`src/rtl/cdb_arbiter.sv`:
```
// Common Data Bus arbiter: round-robin grant among functional-unit result
// requests, driving a registered CDB broadcast plus conflict and utilisation status.
module cdb_arbiter #(
  parameter int unsigned NUM_FU = 4,
  parameter int unsigned TAG_W  = 8,
  parameter int unsigned DATA_W = 32,
  parameter int unsigned CNT_W  = 16
) (
  input  logic                     clk,
  input  logic                     rst_n,
  input  logic                     flush,
  input  logic [NUM_FU-1:0]        req_i,
  input  logic [NUM_FU*TAG_W-1:0]  tag_i,
  input  logic [NUM_FU*DATA_W-1:0] data_i,
  output logic                     cdb_valid_o,
  output logic [TAG_W-1:0]         cdb_tag_o,
  output logic [DATA_W-1:0]        cdb_data_o,
  output logic [NUM_FU-1:0]        grant_o,
  output logic                     conflict_o,
  output logic [CNT_W-1:0]         busy_cnt_o
);

  localparam int unsigned PTR_W = (NUM_FU > 1) ? $clog2(NUM_FU) : 1;

  logic                r_valid;
  logic [TAG_W-1:0]    r_tag;
  logic [DATA_W-1:0]   r_data;
  logic [NUM_FU-1:0]   r_grant;
  logic                r_conflict;
  logic [CNT_W-1:0]    r_busy_cnt;
  logic [PTR_W-1:0]    r_ptr;

  logic [NUM_FU-1:0]   w_mask;
  logic [NUM_FU-1:0]   w_elig;
  logic [2*NUM_FU-1:0] w_shift;
  logic [PTR_W-1:0]    w_off;
  logic                w_found;
  logic                w_seen;
  logic                w_multi;
  logic [PTR_W:0]      w_sum;
  logic [PTR_W:0]      w_inc;
  logic [PTR_W-1:0]    w_win;
  logic [PTR_W-1:0]    w_nxt_ptr;
  logic [NUM_FU-1:0]   w_gnt;
  logic [TAG_W-1:0]    w_tag;
  logic [DATA_W-1:0]   w_data;

  assign w_mask = r_valid ? r_grant : '0;
  assign w_elig = req_i & ~w_mask;

  // Rotate the eligible vector so the pointer lands on bit 0; the first set
  // bit is then the offset of the winner from the pointer.
  always_comb begin
    w_shift = {w_elig, w_elig} >> r_ptr;
    w_found = 1'b0;
    w_off   = '0;
    w_seen  = 1'b0;
    w_multi = 1'b0;
    for (int unsigned i = 0; i < NUM_FU; i++) begin
      if (!w_found && w_shift[i]) begin
        w_found = 1'b1;
        w_off   = PTR_W'(i);
      end
      if (w_elig[i]) begin
        if (w_seen) w_multi = 1'b1;
        w_seen = 1'b1;
      end
    end
  end

  always_comb begin
    w_sum = {1'b0, r_ptr} + {1'b0, w_off};
    if (w_sum >= (PTR_W+1)'(NUM_FU)) w_win = PTR_W'(w_sum - (PTR_W+1)'(NUM_FU));
    else                             w_win = w_sum[PTR_W-1:0];
    w_inc = {1'b0, w_win} + (PTR_W+1)'(1);
    if (w_inc >= (PTR_W+1)'(NUM_FU)) w_nxt_ptr = '0;
    else                             w_nxt_ptr = w_inc[PTR_W-1:0];
  end

  always_comb begin
    w_gnt  = '0;
    w_tag  = '0;
    w_data = '0;
    for (int unsigned i = 0; i < NUM_FU; i++) begin
      if (w_win == PTR_W'(i)) begin
        w_gnt[i] = 1'b1;
        w_tag    = tag_i[i*TAG_W +: TAG_W];
        w_data   = data_i[i*DATA_W +: DATA_W];
      end
    end
  end

  // Flush wins over any request; clearing valid also clears next cycle's mask.
  always_ff @(posedge clk or negedge rst_n) begin
    if (!rst_n) begin
      r_valid    <= 1'b0;
      r_tag      <= '0;
      r_data     <= '0;
      r_grant    <= '0;
      r_conflict <= 1'b0;
      r_busy_cnt <= '0;
      r_ptr      <= '0;
    end else if (flush || !w_found) begin
      r_valid    <= 1'b0;
      r_grant    <= '0;
      r_conflict <= 1'b0;
    end else begin
      r_valid    <= 1'b1;
      r_tag      <= w_tag;
      r_data     <= w_data;
      r_grant    <= w_gnt;
      r_conflict <= w_multi;
      r_ptr      <= w_nxt_ptr;
      if (r_busy_cnt != '1) r_busy_cnt <= r_busy_cnt + 1'b1;
    end
  end

  assign cdb_valid_o = r_valid;
  assign cdb_tag_o   = r_tag;
  assign cdb_data_o  = r_data;
  assign grant_o     = r_grant;
  assign conflict_o  = r_conflict;
  assign busy_cnt_o  = r_busy_cnt;

endmodule

```
`config.mk`:
```
export PLATFORM = sky130hd
export DESIGN_NAME = cdb_arbiter
export DESIGN_NICKNAME = d
export VERILOG_FILES = /design/src/rtl/cdb_arbiter.sv
export SDC_FILE = /design/constraint.sdc
export NUM_CORES = 1
export LEC_CHECK = 0
export CAP_MARGIN = 20
export CORE_ASPECT_RATIO = 0.75
export CORE_MARGIN = 5
export CORE_UTILIZATION = 35
export DETAILED_ROUTE_END_ITERATION = 8
export GPL_ROUTABILITY_DRIVEN = 0
export PLACE_DENSITY = 0.75
export SYNTH_ARGS = -nofsm -noshare
export SYNTH_HDL_FRONTEND = slang
export SYNTH_SLANG_ARGS = --single-unit
```
`constraint.sdc`:
```
create_clock -name clk -period 4.8 [get_ports clk]
set_clock_uncertainty 0.15 [all_clocks]
set_input_delay 0.72 -clock clk [delete_from_list [all_inputs] [get_ports clk]]
set_output_delay 0.72 -clock clk [all_outputs]
set_load 0.02 [all_outputs]
```
After elaboration in Yosys (flattened, before gate mapping). Cells that the tools add are included.

Logic and storage cells: 65. Output and inout port bits: 62. Bits in registers: 64. Input bits: 167.

Add/subtract/negate cells: 4. Shifts and indexed selects: 1. Multiplexer cells: 34. Reduce and logical (&&, ||, !) cells: 10. Magnitude comparators: 2. Equal/unequal tests: 4. Bitwise gates (word level): 3.

Operators with widths (count): $mux 32 (4); $mux 8 (4); $mux 1 (20); $add 16x1->16 const B (1); $ne 16x16->1 const B (1); $mux 2 (4); $mux 4 (2); $shr 8x2->4 (1); $ge 3x3->1 const B (2); $and 4x4->4 (1); $eq 2x2->1 const B (2); $logic_not 1->1 (4); $not 4->4 (1); $add 2x1->3 const B (1); $add 2x2->3 (1); $logic_and 1x1->1 (3); $eq 2x1->1 const B (1); $logic_not 2->1 (1); $reduce_and 2->1 (1); $sub 2x1->2 const B (1); $logic_or 1x1->1 (1); $not 1->1 (1).

Depth between registers and ports, before layout. Gate-level depths: netlist of the first run.

Word-level depth: 22. Gate-level depth with buffers: 17. Gate-level depth less buffers: 13.

Least setup slack after synthesis of the first run. Ideal clock, no wire load.

Path type: flip-flop to flip-flop. Start point: register r_ptr[0]. End point: register r_data[10] (netlist: cdb_data_o[10]). Clock period less this slack: 3.538 ns. Data arrival time: 3.306 ns. Data required time: 4.567 ns. Stages on the path, launching flop included: 17. Setup slack: 1.262 ns. Cells stage by stage: dfrtp_1 -> buf_6 -> mux2_1 -> a21oi_2 -> a21bo_2 -> a21o_1 -> o21ai_0 -> ha_1 -> ha_1 -> clkbuf_1 -> nor2b_1 -> clkbuf_1 -> buf_1 -> a221oi_1 -> nor3_1 -> a21oi_1 -> o21ai_0.

Longest elaborated chain between the ends: 19. Elaborated cells on any way between the ends: 28. Classes of those cells: 2 x add/sub; 1 x order compare; 3 x eq/ne; 1 x shift; 12 x mux; 9 x reduce/logical.

RTL lines: from (decl) (line 31) `logic [PTR_W-1:0] r_ptr;`; from (signal assigned) (line 113) `r_ptr <= w_nxt_ptr;`; $shr 8x2->4 (line 54) `w_shift = {w_elig, w_elig} >> r_ptr;`; $mux 1 (line 60) `if (!w_found && w_shift[i]) begin`; $logic_not 1->1 (line 60); $logic_and 1x1->1 (line 60); $mux 1 (line 60); $logic_not 1->1 (line 60); $logic_and 1x1->1 (line 60); $mux 1 (line 60); $logic_not 1->1 (line 60); $logic_and 1x1->1 (line 60); $mux 2 (line 60); $add 2x2->3 (line 72) `w_sum = {1'b0, r_ptr} + {1'b0, w_off};`; $ge 3x3->1 or $sub 2x1->2 (tied branches) (line 73) `if (w_sum >= (PTR_W+1)'(NUM_FU)) w_win = PTR_W'(w_sum - (PTR_W+1)'(NUM_FU));`; $mux 2 (line 73); $logic_not 2->1 (line 85) `if (w_win == PTR_W'(i)) begin`; $mux 32 (4 in series) (line 85); to (signal assigned) (line 110) `r_data <= w_data;`; to (decl) (line 27) `logic [DATA_W-1:0] r_data;`.

Parallel ways exist; a longest one is shown, timed or not. A chain may end at the register's enable or synchronous reset.

Final worst setup path of the first run.
Start point: register r_ptr[0]. End point: register r_data[17] (netlist: cdb_data_o[17]).

Same word-level chain as after synthesis.

==> results of run 1 <==
## synthesized netlist by cell type (2+ instances only)
master	n
nor4_2	6
nor3_1	42
xnor2_1	2
nand2_1	49
dfrtp_1	64
nand3_1	5
and2_1	4
xor2_1	15
a21oi_1	42
mux2i_1	3
a21oi_2	3
nor3b_1	3
and3_1	2
a221oi_1	39
buf_1	2
ha_1	6
mux2_2	4
mux2_1	2
nor2_1	4
buf_6	2
nand4_1	5
nor4b_2	2
nand2b_1	2
inv_1	5
clkbuf_1	31
buf_2	5
nor4_1	3
nor2b_1	41
o21ai_0	43
## flip-flops by register name (all words and copies together), names as in the netlist
name,cells
busy_cnt_o,16
cdb_data_o,32
cdb_tag_o,8
cdb_valid_o,1
conflict_o,1
grant_o,4
r_ptr,2
## per-stage QoR
| stage | hold slack, ns | cells | util | power (mW) |
|---|---|---|---|---|
| 3_3_place_gp | 0.312 | 791 | 0.577 | 4.26 |
| 3_5_place_dp | 0.320 | 791 | 0.577 | 4.35 |
| 4_1_cts | 0.331 | 806 | 0.602 | 4.98 |
| 5_1_grt | 0.352 | 806 | 0.602 | 5.42 |
| 6_report | 0.296 | 806 | 0.602 | 4.94 |
| 2_1_floorplan | 0.274 | 452 | - | 3.26 |
## routing by layer
layer  part of all wire  vias up  track usage  wire, um
met3              0.073       29       0.0693      1030
met2               0.52      172        0.378      7420
li1                   -     2079            -         -
met5                  0        -            0         0
met1               0.39     2048        0.232      5530
met4              0.017        0       0.0617       243
## worst reg2reg max path, stage by stage (launching register included)
cell	delay, ns
dfrtp_1	0.66
mux2_1	0.39
a21oi_2	0.29
a21bo_2	0.27
a21o_1	0.16
o21ai_0	0.07
ha_1	0.24
xnor2_1	0.16
ha_1	0.22
nor2b_2	0.14
buf_4	0.41
a221oi_1	0.20
nor3_1	0.20
a21oi_1	0.06
o21ai_0	0.15
## area by class of cell
cell class	instances	area share
timing repair buffer	239	0.354
tap	140	0.0263
inverter	6	0.00338
clock inverter	3	0.00263
clock buffer	12	0.0385
sequential	64	0.240
multi-input combinational	342	0.334
## path summary, 6_finish.rpt
| check | startpoint | to | slack, ns |
|---|---|---|---|
| max | r_ptr[0] | cdb_data_o[17] | 0.93 |
| min | rst_n | busy_cnt_o[1] | 0.30 |
| max reg2reg | r_ptr[0] | cdb_data_o[17] | 0.93 |
| min reg2reg | cdb_data_o[6] | cdb_data_o[6] | 0.33 |
| max in group asynchronous | rst_n | cdb_tag_o[7] | 3.27 |
| min in group clk | cdb_data_o[6] | cdb_data_o[6] | 0.33 |
## power by group
part	internal, mW	switching (mW)
clock network	0.372	0.223
logic	1.51	1.87
registers	0.776	0.190
## kinds of logic (layout without fill, tap and decap cells)
| kind of cell | Yosys count | after routing | synth area share |
|---|---|---|---|
| simple gates | 173 | 173 | 0.242 |
| compound gates | 135 | 135 | 0.224 |
| flops | 64 | 64 | 0.400 |
| buf+inv | 46 | 260 | 0.0484 |
| xor+xnor | 17 | 17 | 0.0371 |
| mux | 10 | 10 | 0.0281 |
| fa+ha+maj | 7 | 7 | 0.0212 |
==> out/results.tsv, run 1 <==
metric	value	unit
Post-Syn Area	4010	um^2
antenna violations before repair	0	
syn_nets	625	
Post-synth EDFFs	0	
Async S/R FF share, synth	1.00	
worst path arrival time	3.96	ns
setup total negative slack	0	ns
MaxCap Viol Count	0	
Synth Flop Type	dfrtp_1	
Resize count post-CTS	0	
setup repair bufs after CTS	0	
worst slew pin tran	0.705	ns
WP buf/inv	1	
CTS clk-pin slew, worst paths	0.05	ns
largest net degree at the start of global routing	54	
fin crit share	0.806	
RSZ-0062 raised after global routing	no	
TritonCTS Buffers	9	
Cells after Synth	452	
grt total ovfl	0	
WL/cell	17.7	um
top-area cell type share of the netlist area	0.400	
GR Util All Layers	0.206	
Crit Path Class	reg2reg	
initial DRC count	220	
synthesized flop and latch total	64	
row count	33	
post-synth top area cell	dfrtp_1	
worst path cell trace	mux2_1 > a21oi_2 > a21bo_2 > a21o_1 > o21ai_0 > ha_1 > xnor2_1 > ha_1 > nor2b_2 > buf_4 > a221oi_1 > nor3_1 > a21oi_1 > o21ai_0	
Crit Path Max Fanout	39	
Die Ht	103	um
PD cells	742	nW/um^2
DRT Wirelength	14200	um
YS warnings	0	
multi-input logic area	2230	um^2
die width	134	um
FF/Latch Area	1600	um^2
most common cell after layout, fill and taps aside	clkdlybuf4s50_1	
first drt pass iteration count	5	
H-tree depth	3	
hold-fix buffers at CTS	0	
CTS tree	built	
Reg2Reg Depth	14	
NumNets Final	835	
vias in the first global route	4471	
port bufs	228	
root buffer cell	clkbuf_16	
core area	11100	um^2
layout cells sized above 1	0.0781	
Final Hold Viols	0	
dpl ws	0.651	ns
leakage power	2.62	nW
Worst slew margin	0.530	
share of the yosys chip area belonging to registers	0.400	
Max stage delay on crit path	0.66	ns
CP Launch Type	flip-flop	
slowest CP cell	dfrtp_1	
crit path capture type	flip-flop	
Bufs on Longest Clock Path	2	
Area after DPL	6390	um^2
DRC viols	0	
Critical Path Stages	14	
Peak VDD IR	0.000452	V
ant diodes	0	
Area growth syn-to-layout	66.1	%
fmax	0.259	GHz
most frequent cells in the layout	227 x clkdlybuf4s50_1, 64 x dfrtp_1, 49 x nand2_1, 43 x o21ai_0	
fin. max-slew vios	0	
Initial Utilization	0.362	
Die Area	13700	um^2
PnR worst setup slack	0.933	ns
status	complete, no violations	
FILL cells	998	
HP Class	in2async	
drt via density	5.37	
DRT antenna net count	0	
post-layout min period	3.87	ns
final instance area	6660	um^2
global-route wire length before repair	22600	um
Synth cell types	45	
clk sinks	64	
total number of vias	4328	
delay-heaviest family, CP	compound AO/OA/AOI/OAI gates	
Synth area leaders	dfrtp_1 40%, a221oi_1 8.5%, nor2b_1 6.4%	
clk_lat worst skew	0.32	ns
Post-Syn Area per Cell	8.87	um^2
setup-violating endpoint count in the final report	0	
worst path required time	4.89	ns
Boundary Pins	229	
Detailed Place HPWL	10900	um
No activity file was read; power rests on OpenSTA's default activity.
==> run 2: changes to the inputs <==
==> constraint.sdc (replaced) <==
create_clock -name clk -period 3.8 [get_ports clk]
set_clock_uncertainty 0.15 [all_clocks]
set_input_delay 0.57 -clock clk [delete_from_list [all_inputs] [get_ports clk]]
set_output_delay 0.57 -clock clk [all_outputs]
set_load 0.02 [all_outputs]
==> run 2 against run 1 <==
  * Final cell count is 0.50% higher
  * Register-to-register slack worse by 0.64 ns
  * Via count is 1.9% lower
  * Design area is 2.0% higher
  * Sequential power is 26% higher
  * Worst hold slack worse by 0.18 ns
  * Maximum frequency is 10% higher
  * Global-route usage is 0.24 points lower
  * Critical endpoint is now cdb_tag_o[4]
  * Highest routed layer unchanged
==> out/results.tsv, run 2 (same netlist as run 1, synthesis figures left out) <==
metric	value	unit	change
largest net degree at the start of global routing	45		was 54
Bufs on Longest Clock Path	2		unchanged
post-layout min period	3.51	ns	was 3.87 ns
slowest CP cell	dfrtp_2		was dfrtp_1
Max stage delay on crit path	0.53	ns	was 0.66 ns
WP buf/inv	1		unchanged
root buffer cell	clkbuf_16		unchanged
delay-heaviest family, CP	compound AO/OA/AOI/OAI gates		unchanged
drt via density	5.24		was 5.37
layout cells sized above 1	0.0866		was 0.0781
worst path required time	3.84	ns	was 4.89 ns
Crit Path Max Fanout	19		was 39
dpl ws	0.0499	ns	was 0.651 ns
port bufs	228		unchanged
Detailed Place HPWL	11000	um	was 10900 um
setup-violating endpoint count in the final report	0		unchanged
first drt pass iteration count	4		was 5
CTS tree	built		unchanged
CTS clk-pin slew, worst paths	0.06	ns	was 0.05 ns
Tot Pwr	6.59	mW	was 4.94 mW
global-route wire length before repair	22500	um	was 22600 um
row count	33		unchanged
DRT antenna net count	0		unchanged
core area	11100	um^2	unchanged
MaxCap Viol Count	0		unchanged
max reg flops	32		unchanged
initial DRC count	159		was 220
Peak VDD IR	0.000534	V	was 0.000452 V
antenna violations before repair	0		unchanged
fin. max-slew vios	0		unchanged
HP Class	in2async		unchanged
Boundary Pins	229		unchanged
most common cell after layout, fill and taps aside	clkdlybuf4s50_1		unchanged
grt total ovfl	0		unchanged
TritonCTS Buffers	9		unchanged
Initial Utilization	0.362		unchanged
clk_lat worst skew	0.32	ns	about the same
setup total negative slack	0	ns	unchanged
clk sinks	64		unchanged
CP Launch Type	flip-flop		unchanged
fin crit share	0.923		was 0.806
DRC viols	0		unchanged
FILL cells	947		was 998
setup repair bufs after CTS	0		unchanged
H-tree depth	3		unchanged
fmax	0.285	GHz	was 0.259 GHz
Final Hold Viols	0		unchanged
NumNets Final	838		was 835
Worst slew margin	0.547		was 0.530
total number of vias	4244		was 4328
GR Util All Layers	0.204		was 0.206
Area after DPL	6470	um^2	was 6390 um^2
PD cells	970	nW/um^2	was 742 nW/um^2
Area growth syn-to-layout	69.5	%	was 66.1%
ant diodes	0		unchanged
crit path capture type	flip-flop		unchanged
die width	134	um	unchanged
WL/cell	17.2	um	was 17.7 um
worst path cell trace	mux2_2 > a21oi_2 > nand2b_1 > a21o_1 > o21ai_0 > ha_1 > xnor2_1 > ha_1 > nor2b_2 > buf_4 > a221oi_1 > nor3_1 > a21oi_1 > o21ai_0		was mux2_1 > a21oi_2 > a21bo_2 > a21o_1 > o21ai_0 > ha_1 > xnor2_1 > ha_1 > nor2b_2 > buf_4 > a221oi_1 > nor3_1 > a21oi_1 > o21ai_0
Die Ht	103	um	unchanged
most frequent cells in the layout	227 x clkdlybuf4s50_1, 63 x dfrtp_1, 49 x nand2_1, 43 x o21ai_0		was 227 x clkdlybuf4s50_1, 64 x dfrtp_1, 49 x nand2_1, 43 x o21ai_0
vias in the first global route	4549		was 4471
final instance area	6790	um^2	was 6660 um^2
worst slew pin tran	0.675	ns	was 0.705 ns
PnR worst setup slack	0.291	ns	was 0.933 ns
worst path arrival time	3.55	ns	was 3.96 ns
status	complete, no violations		unchanged
leakage power	2.67	nW	was 2.62 nW
Crit Path Class	reg2reg		unchanged
RSZ-0062 raised after global routing	no		unchanged
DRT Wirelength	14000	um	was 14200 um
Die Area	13700	um^2	unchanged
-- run 2: repair_timing --
| action | in CTS | in global routing |
|---|---|---|
| endpoints found under the setup margin | 0 | 40 |
| gates resized for setup | 0 | 1 |
| hold buffers | 0 | 0 |
-- run 2: power by group --
part	switching, mW	leakage [nW]	internal [mW]
Combinational	2.39	1.72	2.10
Clock	0.295	0.158	0.588
Sequential	0.239	0.793	0.980
-- run 2: worst paths after layout --
path / from / end / slack, ns / depth (start not counted)
hold reg to reg: cdb_data_o[20] / cdb_data_o[20] / 0.32 / 2
min in group clk: cdb_data_o[20] / cdb_data_o[20] / 0.32 / 2
max in group asynchronous: rst_n / r_ptr[0] / 2.41 / 2
setup / recovery: r_ptr[0] / cdb_tag_o[4] / 0.29 / 14
hold / removal: rst_n / cdb_data_o[17] / 0.12 / 1
setup reg to reg: r_ptr[0] / cdb_tag_o[4] / 0.29 / 14
-- run 2: cell type report --
class,count,area (um^2),share of cell area
flip-flops and latches,64,1600,0.236
clock buffers,10,239,0.0352
clock inverters,6,82.6,0.0122
multi-input cells,342,2230,0.328
well taps,140,175,0.0258
inverters,6,22.5,0.00331
repair buffers,242,2440,0.360
-- run 2: through the flow --
stage / hold WS [ns] / utilization / std cells
after floorplan: 0.124 / - / 452
after global placement: 0.314 / 0.585 / 794
after detailed placement: 0.320 / 0.585 / 794
after CTS: 0.127 / 0.614 / 810
after global routing: 0.174 / 0.614 / 810
final: 0.119 / 0.614 / 810
-- run 2: per-layer routing --
metal	wire length (um)	GRT usage	up-vias	share of wire
li1	-	-	2082	-
met1	5310	0.228	1972	0.38
met2	7110	0.362	164	0.51
met3	1210	0.0810	26	0.086
met4	326	0.0664	0	0.023
met5	0	0	-	0
==> run 3: changes to the inputs <==
--- a/config.mk
+++ b/config.mk
@@ -5,13 +5,15 @@
 export SDC_FILE = /design/constraint.sdc
 export NUM_CORES = 1
 export LEC_CHECK = 0
+export ABC_AREA = 1
 export CAP_MARGIN = 20
 export CORE_ASPECT_RATIO = 0.75
 export CORE_MARGIN = 5
 export CORE_UTILIZATION = 35
 export DETAILED_ROUTE_END_ITERATION = 8
 export GPL_ROUTABILITY_DRIVEN = 0
-export PLACE_DENSITY = 0.75
+export PLACE_DENSITY = 0.74
+export SKIP_LAST_GASP = 1
 export SYNTH_ARGS = -nofsm -noshare
 export SYNTH_HDL_FRONTEND = slang
 export SYNTH_SLANG_ARGS = --single-unit
==> run 3 against run 2 <==
  * Worst hold slack improved by 0.11 ns
  * Sequential power decreased by 7%
  * Non-clock buffer count fell by 4
  * Maximum frequency increased by 1.5%
  * Combinational power increased by 20%
  * Total power rose by 11%
  * Sequential cell count unchanged
  * Synthesized area grew 3.7%
==> out/results.tsv, run 3 <==
metric	value	unit	change
core area	11600	um^2	was 11100 um^2
WL/cell	15.9	um	was 17.2 um
Final Hold Viols	0		unchanged
total number of vias	4782		was 4244
worst slew pin tran	0.892	ns	was 0.675 ns
Crit Path Class	in2reg		was reg2reg
Max stage delay on crit path	0.52	ns	was 0.53 ns
Post-Syn Area	4160	um^2	was 4010 um^2
HP Class	in2async		unchanged
slowest CP cell	clkdlybuf4s50_1		was dfrtp_2
layout cells sized above 1	0.0485		was 0.0866
most frequent cells in the layout	227 x clkdlybuf4s50_1, 161 x nand2_1, 81 x a21oi_1, 64 x dfrtp_1, 59 x nor2_1		was 227 x clkdlybuf4s50_1, 63 x dfrtp_1, 49 x nand2_1, 43 x o21ai_0
Initial Utilization	0.358		was 0.362
Boundary Pins	229		unchanged
MaxCap Viol Count	0		unchanged
grt total ovfl	0		unchanged
Cells after Synth	566		was 452
hold-fix buffers at CTS	0		unchanged
NumNets Final	951		was 838
worst path required time	3.82	ns	was 3.84 ns
Resize count post-CTS	0		unchanged
Area growth syn-to-layout	65.0	%	was 69.5%
crit path capture type	flip-flop		unchanged
DRT Wirelength	15000	um	was 14000 um
row count	34		was 33
FILL cells	1030		was 947
Synth area leaders	dfrtp_1 39%, nand2_1 15%, a21oi_1 9.7%		was dfrtp_1 40%, a221oi_1 8.5%, nor2b_1 6.4%
Detailed Place HPWL	11600	um	was 11000 um
Synth Flop Type	dfrtp_1		unchanged
Die Area	14200	um^2	was 13700 um^2
post-synth top area cell	dfrtp_1		unchanged
first drt pass iteration count	5		was 4
Most common cell on crit path	nand2_1		
Peak VDD IR	0.000541	V	was 0.000534 V
root buffer cell	clkbuf_16		unchanged
Post-Syn Area per Cell	7.35	um^2	was 8.87 um^2
smallest hold slack	0.226	ns	was 0.119 ns
Worst slew margin	0.405		was 0.547
Die Ht	104	um	was 103 um
multi-input logic area	2330	um^2	was 2230 um^2
clk sinks	64		unchanged
TritonCTS Buffers	9		unchanged
initial DRC count	240		was 159
CTS clk-pin slew, worst paths	0.06	ns	about the same
fin crit share	0.910		was 0.923
setup-violating endpoint count in the final report	0		unchanged
share of the yosys chip area belonging to registers	0.385		was 0.400
YS warnings	0		unchanged
port bufs	228		unchanged
fin. max-slew vios	0		unchanged
Crit Path Max Fanout	26		was 19
H-tree depth	3		unchanged
PD cells	1060	nW/um^2	was 970 nW/um^2
Synth cell types	27		was 45
worst path cell trace	clkdlybuf4s50_1 > nand3_1 > nand2_1 > nand2_1 > nand2_1 > a31oi_1 > nor2_1 > ha_1 > xor2_1 > nand2_1 > nand2_1 > ha_2 > inv_1 > buf_4 > nor2_1 > a21oi_1 > mux2i_1 > o21ai_0		was mux2_2 > a21oi_2 > nand2b_1 > a21o_1 > o21ai_0 > ha_1 > xnor2_1 > ha_1 > nor2b_2 > buf_4 > a221oi_1 > nor3_1 > a21oi_1 > o21ai_0
DRC viols	0		unchanged
FF/Latch Area	1600	um^2	about the same
CP Launch Type	input port		was flip-flop
syn_nets	739		was 625
Async S/R FF share, synth	1.00		unchanged
largest net degree at the start of global routing	90		was 45
worst path arrival time	3.48	ns	was 3.55 ns
clk_lat worst skew	0.32	ns	about the same
Bufs on Longest Clock Path	2		unchanged
DRT antenna net count	0		unchanged
top-area cell type share of the netlist area	0.385		was 0.400
fmax	0.289	GHz	was 0.285 GHz
drt via density	5.06		was 5.24
Post-synth EDFFs	0		unchanged
synthesized flop and latch total	64		unchanged
global-route wire length before repair	24300	um	was 22500 um
RSZ-0062 raised after global routing	no		unchanged
Post-synth top cells	161 x nand2_1, 81 x a21oi_1, 64 x dfrtp_1		was 64 x dfrtp_1, 49 x nand2_1, 43 x o21ai_0
antenna violations before repair	0		unchanged
setup total negative slack	0	ns	unchanged
die width	136	um	was 134 um
status	complete, no violations		unchanged
GR Util All Layers	0.212		was 0.204
post-layout min period	3.46	ns	was 3.51 ns
most frequent cell after synthesis	nand2_1		was dfrtp_1
most common cell after layout, fill and taps aside	clkdlybuf4s50_1		unchanged
max reg flops	32		unchanged
vias in the first global route	4934		was 4549
CTS tree	built		unchanged
leakage power	2.87	nW	was 2.67 nW
setup repair bufs after CTS	0		unchanged
ant diodes	0		unchanged
## run 3: cell types whose count changed after synthesis, moves of 37 or more
cell	delta
a21oi_1	+39
nor2_1	+56
nor3_1	-39
nor2b_1	-41
mux2i_1	+37
nand2_1	+112
a221oi_1	-39
## run 3: logic make-up after synthesis
| family | count (synthesis) | share of synthesized area |
|---|---|---|
| fa+ha+maj | 6 | 0.0181 |
| compound gates | 126 | 0.153 |
| simple gates | 263 | 0.264 |
| xor+xnor | 13 | 0.0274 |
| mux | 40 | 0.0963 |
| flops | 64 | 0.385 |
| buf+inv | 54 | 0.0572 |
## run 3: power by group
group / leakage (nW) / switching (mW) / internal [mW] / total [mW]
sequential: 0.825 / 0.178 / 0.966 / 1.14
combinational: 1.91 / 3.08 / 2.32 / 5.40
clock: 0.130 / 0.288 / 0.457 / 0.745
total: 2.87 / 3.55 / 3.74 / 7.29
## run 3: layout make-up
type	count	area share
flip-flops and latches	64	0.233
well taps	162	0.0295
clock inverters	3	0.00255
multi-input cells	448	0.340
clock buffers	13	0.0365
repair buffers	238	0.349
inverters	17	0.00930
## run 3: per-layer routing
layer  GRT usage  vias up  routed length (um)  share of wire
li1            -     2311                   -              -
met1       0.258     2259                6190           0.41
met2       0.347      175                7160           0.48
met3      0.0735       37                1180          0.078
met4      0.0770        0                 509          0.034
met5           0        -                   0              0
## run 3: path summary, 6_finish.rpt
path                                 from        endpoint  slack (ns)  cells after the start
setup reg to reg                 r_ptr[0]  cdb_data_o[28]        0.54                     18
min in group clk           cdb_data_o[21]  cdb_data_o[21]        0.33                      2
hold reg to reg            cdb_data_o[21]  cdb_data_o[21]        0.33                      2
setup / recovery                 req_i[2]  cdb_data_o[28]        0.34                     18
hold / removal                      rst_n      conflict_o        0.23                      1
max in group asynchronous           rst_n  cdb_data_o[13]        2.38                      2
## run 3: through the flow
| step | cells | util | instance area [um^2] | power, mW | setup slack, ns |
|---|---|---|---|---|---|
| final | 945 | 0.591 | 6860 | 7.29 | 0.343 |
| after detailed placement | 929 | 0.568 | 6590 | 6.56 | 0.0176 |
| after CTS | 945 | 0.591 | 6860 | 7.34 | 0.336 |
| after global placement | 929 | 0.568 | 6590 | 6.42 | 0.106 |
| after global routing | 945 | 0.591 | 6860 | 8.03 | 0.0467 |
| after floorplan | 566 | - | 4160 | 4.76 | 0.743 |
## run 3: critical path, delay by kind of cell
kind,cells,cell delay (ns)
xor+xnor,1,0.19
buf+inv,3,0.85
mux,1,0.16
simple gates,8,0.89
compound gates,3,0.28
fa+ha+maj,2,0.51
==> RTL edit 1: new RTL, config.mk and constraints of run 1 <==
Set the parameter `CNT_W` to 32 (it was 16).
--- a/src/rtl/cdb_arbiter.sv
+++ b/src/rtl/cdb_arbiter.sv
@@ -5,5 +5,5 @@
   parameter int unsigned TAG_W  = 8,
   parameter int unsigned DATA_W = 32,
-  parameter int unsigned CNT_W  = 16
+  parameter int unsigned CNT_W  = 32
 ) (
   input  logic                     clk,
Ports: changed (resized busy_cnt_o); port bits go from 229 to 245. The function was not compared with the original's and may differ.
==> RTL edit 1 against run 1 <==
- wire length rose by 10%
- final area rose by 13%
- setup slack got worse by 0.090 ns
- sequential power rose by 14%
- first-iteration DRC count rose by 4.5%
- power rose by 6.2%
- register-to-register slack got worse by 0.06 ns
- largest cell class unchanged
- synthesized area rose by 16%
- critical endpoint is now cdb_tag_o[6]
- highest routed layer unchanged
- global-route usage fell by 1.1 points
- largest power group unchanged
- sequential cell count rose by 16
==> RTL edit 1: results (changes against run 1) <==
status: "complete, no violations"
htreeDepth: 3  # unchanged
via_per_inst: 5.31  # -1.2%
tightestPinTransition_ns: 0.941  # +0.236 ns
syn-num-nets: 704  # +13%
grt_pass1_vias: 5028  # +12%
clock_latency_ns: 0.33
yosysSeqAreaShare: 0.429  # +0.0297
area_growth_pct: 61.7
place_hpwl_microns: 12000  # +10%
grt_antenna_before_repair: 0  # unchanged
use_met2: 0.340  # -0.0374
post_cts_buffers: 0  # unchanged
cts_buffer_depth: 2  # unchanged
met1_usage: 0.237  # +0.00495
antenna_cells_inserted: 0  # unchanged
p_leak_nw: 2.98  # +14%
ant_nets: 0  # unchanged
async_flop_share: 1.00  # unchanged
rrSetupSlack_ns: 0.87  # -0.06 ns
cts_resized: 0  # unchanged
synthTopCellsByCount: "dfrtp_1, nand2_1, nor3_1"
peakVddDrop_uv: 538  # +19%
grtUsageTotal: 0.195  # -0.0112
cts_buffers: 9  # unchanged
synthTopCellsByArea: "dfrtp_1, a221oi_1, nor3_1, nand2_1, a21oi_1"
fin_nets: 925  # +11%
r2r_cells: 13  # -1
vias: 4919  # +14%
root_buffer: "clkbuf_16"
arrival_ns: 4.02  # +0.06 ns
drt_iter0_drc: 230  # +4.5%
wl_microns: 15700  # +10%
min_path_type: "in -> async"
dr.pass1.iters: 4  # -1
placed_area_sq_um: 7200  # +13%
yosysWarnings: 0  # unchanged
whs_ns: 0.233  # -0.0629 ns
fillerInstances: 1089  # +9.1%
grt_pass1_wl_microns: 24900  # +10%
avgSynthCellArea_sq_um: 8.78  # -0.96%
cts.clk_slew.worst_paths_ns: 0.06
ys_types: 49  # +8.9%
drive_above_1_share: 0.0595  # -0.0186
port_buffers: 244  # +7.0%
worstPathMaxFanout: 33  # -15%
dp.cells: 911  # +15%
r2r-end: "cdb_tag_o[6]"
use_met3: 0.0612  # -0.00804
grt_max_degree: 81  # +50%
[RTL edit 1: changes by cell type in the layout (fill, tap and decap cells not counted), moves of 10 or more]
cell             change
nor2b_1             -40
nor3_1              +10
clkdlybuf4s50_1     +16
nor2_1              +46
xor2_1              +10
nand2_1             +10
dfrtp_1             +16
[RTL edit 1: worst max path at each step]
stage	start	cells after the start	endpoint	slack (ns)
after floorplan	r_ptr[0]	16	cdb_data_o[26]	1.30
after global placement	req_i[3]	14	cdb_tag_o[6]	0.70
after detailed placement	req_i[3]	14	cdb_tag_o[6]	0.55
after CTS	req_i[3]	14	cdb_tag_o[6]	0.89
after global routing	req_i[3]	14	cdb_tag_o[6]	0.57
final	req_i[3]	14	cdb_tag_o[6]	0.84
[RTL edit 1: power by group]
group | internal, W | switching, W
registers | 0.000915 | 0.000188
logic | 0.00147 | 0.00194
clock network | 0.000480 | 0.000258
total | 0.00286 | 0.00238
[RTL edit 1: per-layer routing]
| layer | wire length, microns | up-vias |
|---|---|---|
| met2 | 7710 | 206 |
| met3 | 1420 | 21 |
| met1 | 6350 | 2312 |
| li1 | - | 2380 |
| met5 | 0 | - |
| met4 | 228 | 0 |
[RTL edit 1: kinds of logic after synthesis]
| group | Yosys count | synth area share |
|---|---|---|
| xor+xnor | 32 | 0.0601 |
| flops | 80 | 0.429 |
| compound gates | 136 | 0.190 |
| mux | 11 | 0.0258 |
| buf+inv | 48 | 0.0480 |
| fa+ha+maj | 7 | 0.0182 |
| simple gates | 217 | 0.229 |
[RTL edit 1: stage by stage]
| stage | setup slack (ns) | total power (W) |
|---|---|---|
| after CTS | 0.885 | 0.00526 |
| after detailed placement | 0.550 | 0.00451 |
| after global routing | 0.571 | 0.00569 |
| final | 0.843 | 0.00525 |
| after floorplan | 1.30 | 0.00336 |
| after global placement | 0.700 | 0.00441 |
[RTL edit 1: cell type report]
type                            instances  area share
Timing Repair Buffer                  253       0.337
Clock inverter                          3     0.00862
Inverter                                5     0.00249
Tap cell                              171      0.0284
Multi-Input combinational cell        403       0.324
Sequential cell                        80       0.265
Clock buffer                           12      0.0340
[RTL edit 1: critical path: stages]
cell and delay [ns]:
clkdlybuf4s50_1 0.57, mux2i_1 0.11, a21oi_1 0.30, o21ai_0 0.14, a21o_1 0.19, o21ai_0 0.07, ha_1 0.22, xor2_1 0.24
ha_1 0.46, buf_4 0.43, a21oi_1 0.07, a21oi_1 0.12, o21ai_0 0.09, mux2_2 0.27
==> RTL edit 2: new RTL, settings of run 1 <==
Without the edit above. Make the reset (`rst_n`) synchronous in one clocked block.
--- a/src/rtl/cdb_arbiter.sv
+++ b/src/rtl/cdb_arbiter.sv
@@ -92,5 +92,5 @@
 
   // Flush wins over any request; clearing valid also clears next cycle's mask.
-  always_ff @(posedge clk or negedge rst_n) begin
+  always_ff @(posedge clk) begin
     if (!rst_n) begin
       r_valid    <= 1'b0;
Behaviour: differs if rst_n is asserted again (counterexample within 4 cycles, from zero or initial values and one cycle with rst_n low); with rst_n held inactive, the same outputs for 10 cycles.
==> RTL edit 2 against run 1 <==
- count of clock-buffer cells in the layout is 1 higher
- synthesized area is 4.5% lower
- wire length is 1.8% higher
- power is 24% lower
- largest power group unchanged
- final area is 3.7% lower
- setup slack worse by 0.14 ns
- fmax is 3.5% lower
- sequential power is 23% lower
- sequential cell count stayed put
- critical path depth stayed put
- utilization is 0.89 points lower
==> RTL edit 2: results (changes against run 1) <==
drt_iter0_drc: 291  # +32%
cts.clk_slew.worst_paths_ns: 0.05  # about the same
place_hpwl_microns: 11000  # +0.99%
wl_per_cell_microns: 17.3  # -1.9%
p_leak_nw: 2.24  # -14%
synthTopCellsByArea: "dfxtp_1, a21oi_1, a221oi_1, nor2b_1, o21ai_0"
syn-num-nets: 666  # +6.6%
yosysWarnings: 0  # unchanged
rrSetupSlack_ns: 1.28  # +0.35 ns
min_from: "busy_cnt_o[9]"
grt_antenna_before_repair: 0  # unchanged
min_path_type: "reg -> reg"
synth_edf_count: 0  # unchanged
fin_nets: 866  # +3.7%
worstPathMaxFanout: 13  # -67%
grt_max_degree: 63  # +17%
antenna_cells_inserted: 0  # unchanged
cts_buffers: 9  # unchanged
r2r_cells: 13  # -1
port_buffers: 228  # unchanged
yosysSeqAreaShare: 0.335  # -0.0649
peakVddDrop_uv: 326  # -28%
cp-startpoint: "req_i[0]"
clock_latency_ns: 0.32  # about the same
hold_depth: 2
synthTopCellsByCount: "a21oi_1, dfxtp_1, o21ai_0"
grt_pass1_wl_microns: 22200  # -1.4%
worstReg2RegStart: "cdb_valid_o"
r2r-end: "cdb_data_o[21]"
hold_end: "busy_cnt_o[9]"
via_per_inst: 5.48  # +2.0%
async_flop_share: 0  # -1.00
cts_resized: 0  # unchanged
status: "complete, no violations"
ys_types: 52  # +16%
root_buffer: "clkbuf_16"
drive_above_1_share: 0.0532  # -0.0249
grtUsageTotal: 0.213  # +0.00623
dr.pass1.iters: 4  # -1
post_cts_buffers: 0  # unchanged
arrival_ns: 4.11  # +0.15 ns
grt_pass1_vias: 4372  # -2.2%
largest_register_ffs: 32  # unchanged
tightestPinTransition_ns: 0.854  # +0.149 ns
-- RTL edit 2: cell types whose count changed in the layout (fill, tap and decap cells not counted), moves of 5 or more --
cell	change
a21oi_1	+51
o21ai_0	+6
xor2_1	-12
nor4_2	-6
or3_1	+5
and3_1	+5
dfxtp_1	+64
dfrtp_1	-64
nand2_1	-34
nor2_1	+6
-- RTL edit 2: logic make-up after synthesis --
group,share of synthesized area
compound gates,0.345
mux,0.0105
xor+xnor,0.00915
fa+ha+maj,0.0196
flops,0.335
simple gates,0.217
buf+inv,0.0637
-- RTL edit 2: power by group --
group | switching [W] | internal, W
sequential | 0.0000788 | 0.000660
clock | 0.000216 | 0.000357
combinational | 0.00133 | 0.00112
total | 0.00162 | 0.00213
-- RTL edit 2: worst max-delay path, cell delays in order --
cell and delay, ns:
clkdlybuf4s50_1 0.50, a21boi_0 0.46, nor3_1 0.13, a311oi_1 0.26
o21ai_0 0.12, ha_1 0.23, xor2_1 0.26, ha_1 0.23
nor2b_4 0.37, buf_4 0.27, a221oi_1 0.09, nor3_1 0.26
a21oi_1 0.07, a21oi_1 0.14
-- RTL edit 2: how the worst max path moves through the flow --
| stage | end | slack [ns] | cells past startpoint |
|---|---|---|---|
| 2_1_floorplan | cdb_data_o[7] | 1.41 | 15 |
| 3_3_place_gp | cdb_data_o[21] | 0.64 | 14 |
| 3_5_place_dp | cdb_data_o[21] | 0.47 | 14 |
| 4_1_cts | cdb_data_o[21] | 0.79 | 14 |
| 5_1_grt | cdb_data_o[21] | 0.52 | 14 |
| 6_report | cdb_data_o[21] | 0.79 | 14 |
-- RTL edit 2: layout make-up --
type	instances	area, sq um
inverters	7	26.3
fillers	941	4400
multi-input cells	374	2320
flip-flops and latches	64	1280
clock inverters	1	5.00
repair buffers	237	2360
well taps	140	175
clock buffers	13	250
-- RTL edit 2: per-stage QoR --
| step | worst slack, ns | hold slack (ns) | instance area, sq um | total power, W | cells |
|---|---|---|---|---|---|
| after floorplan | 1.41 | 0.327 | 3830 | 0.00240 | 493 |
| after global placement | 0.640 | 0.339 | 6160 | 0.00313 | 822 |
| after detailed placement | 0.466 | 0.353 | 6160 | 0.00320 | 822 |
| after CTS | 0.785 | 0.360 | 6410 | 0.00379 | 836 |
| after global routing | 0.523 | 0.399 | 6410 | 0.00409 | 836 |
| final | 0.791 | 0.358 | 6410 | 0.00376 | 836 |
-- RTL edit 2: layer usage --
metal / global-route usage / wire, microns / up-vias
met5: 0 / 0 / -
met4: 0.0601 / 316 / 0
met3: 0.0625 / 1290 / 21
met2: 0.373 / 7080 / 181
met1: 0.252 / 5800 / 2127
li1: - / - / 2251
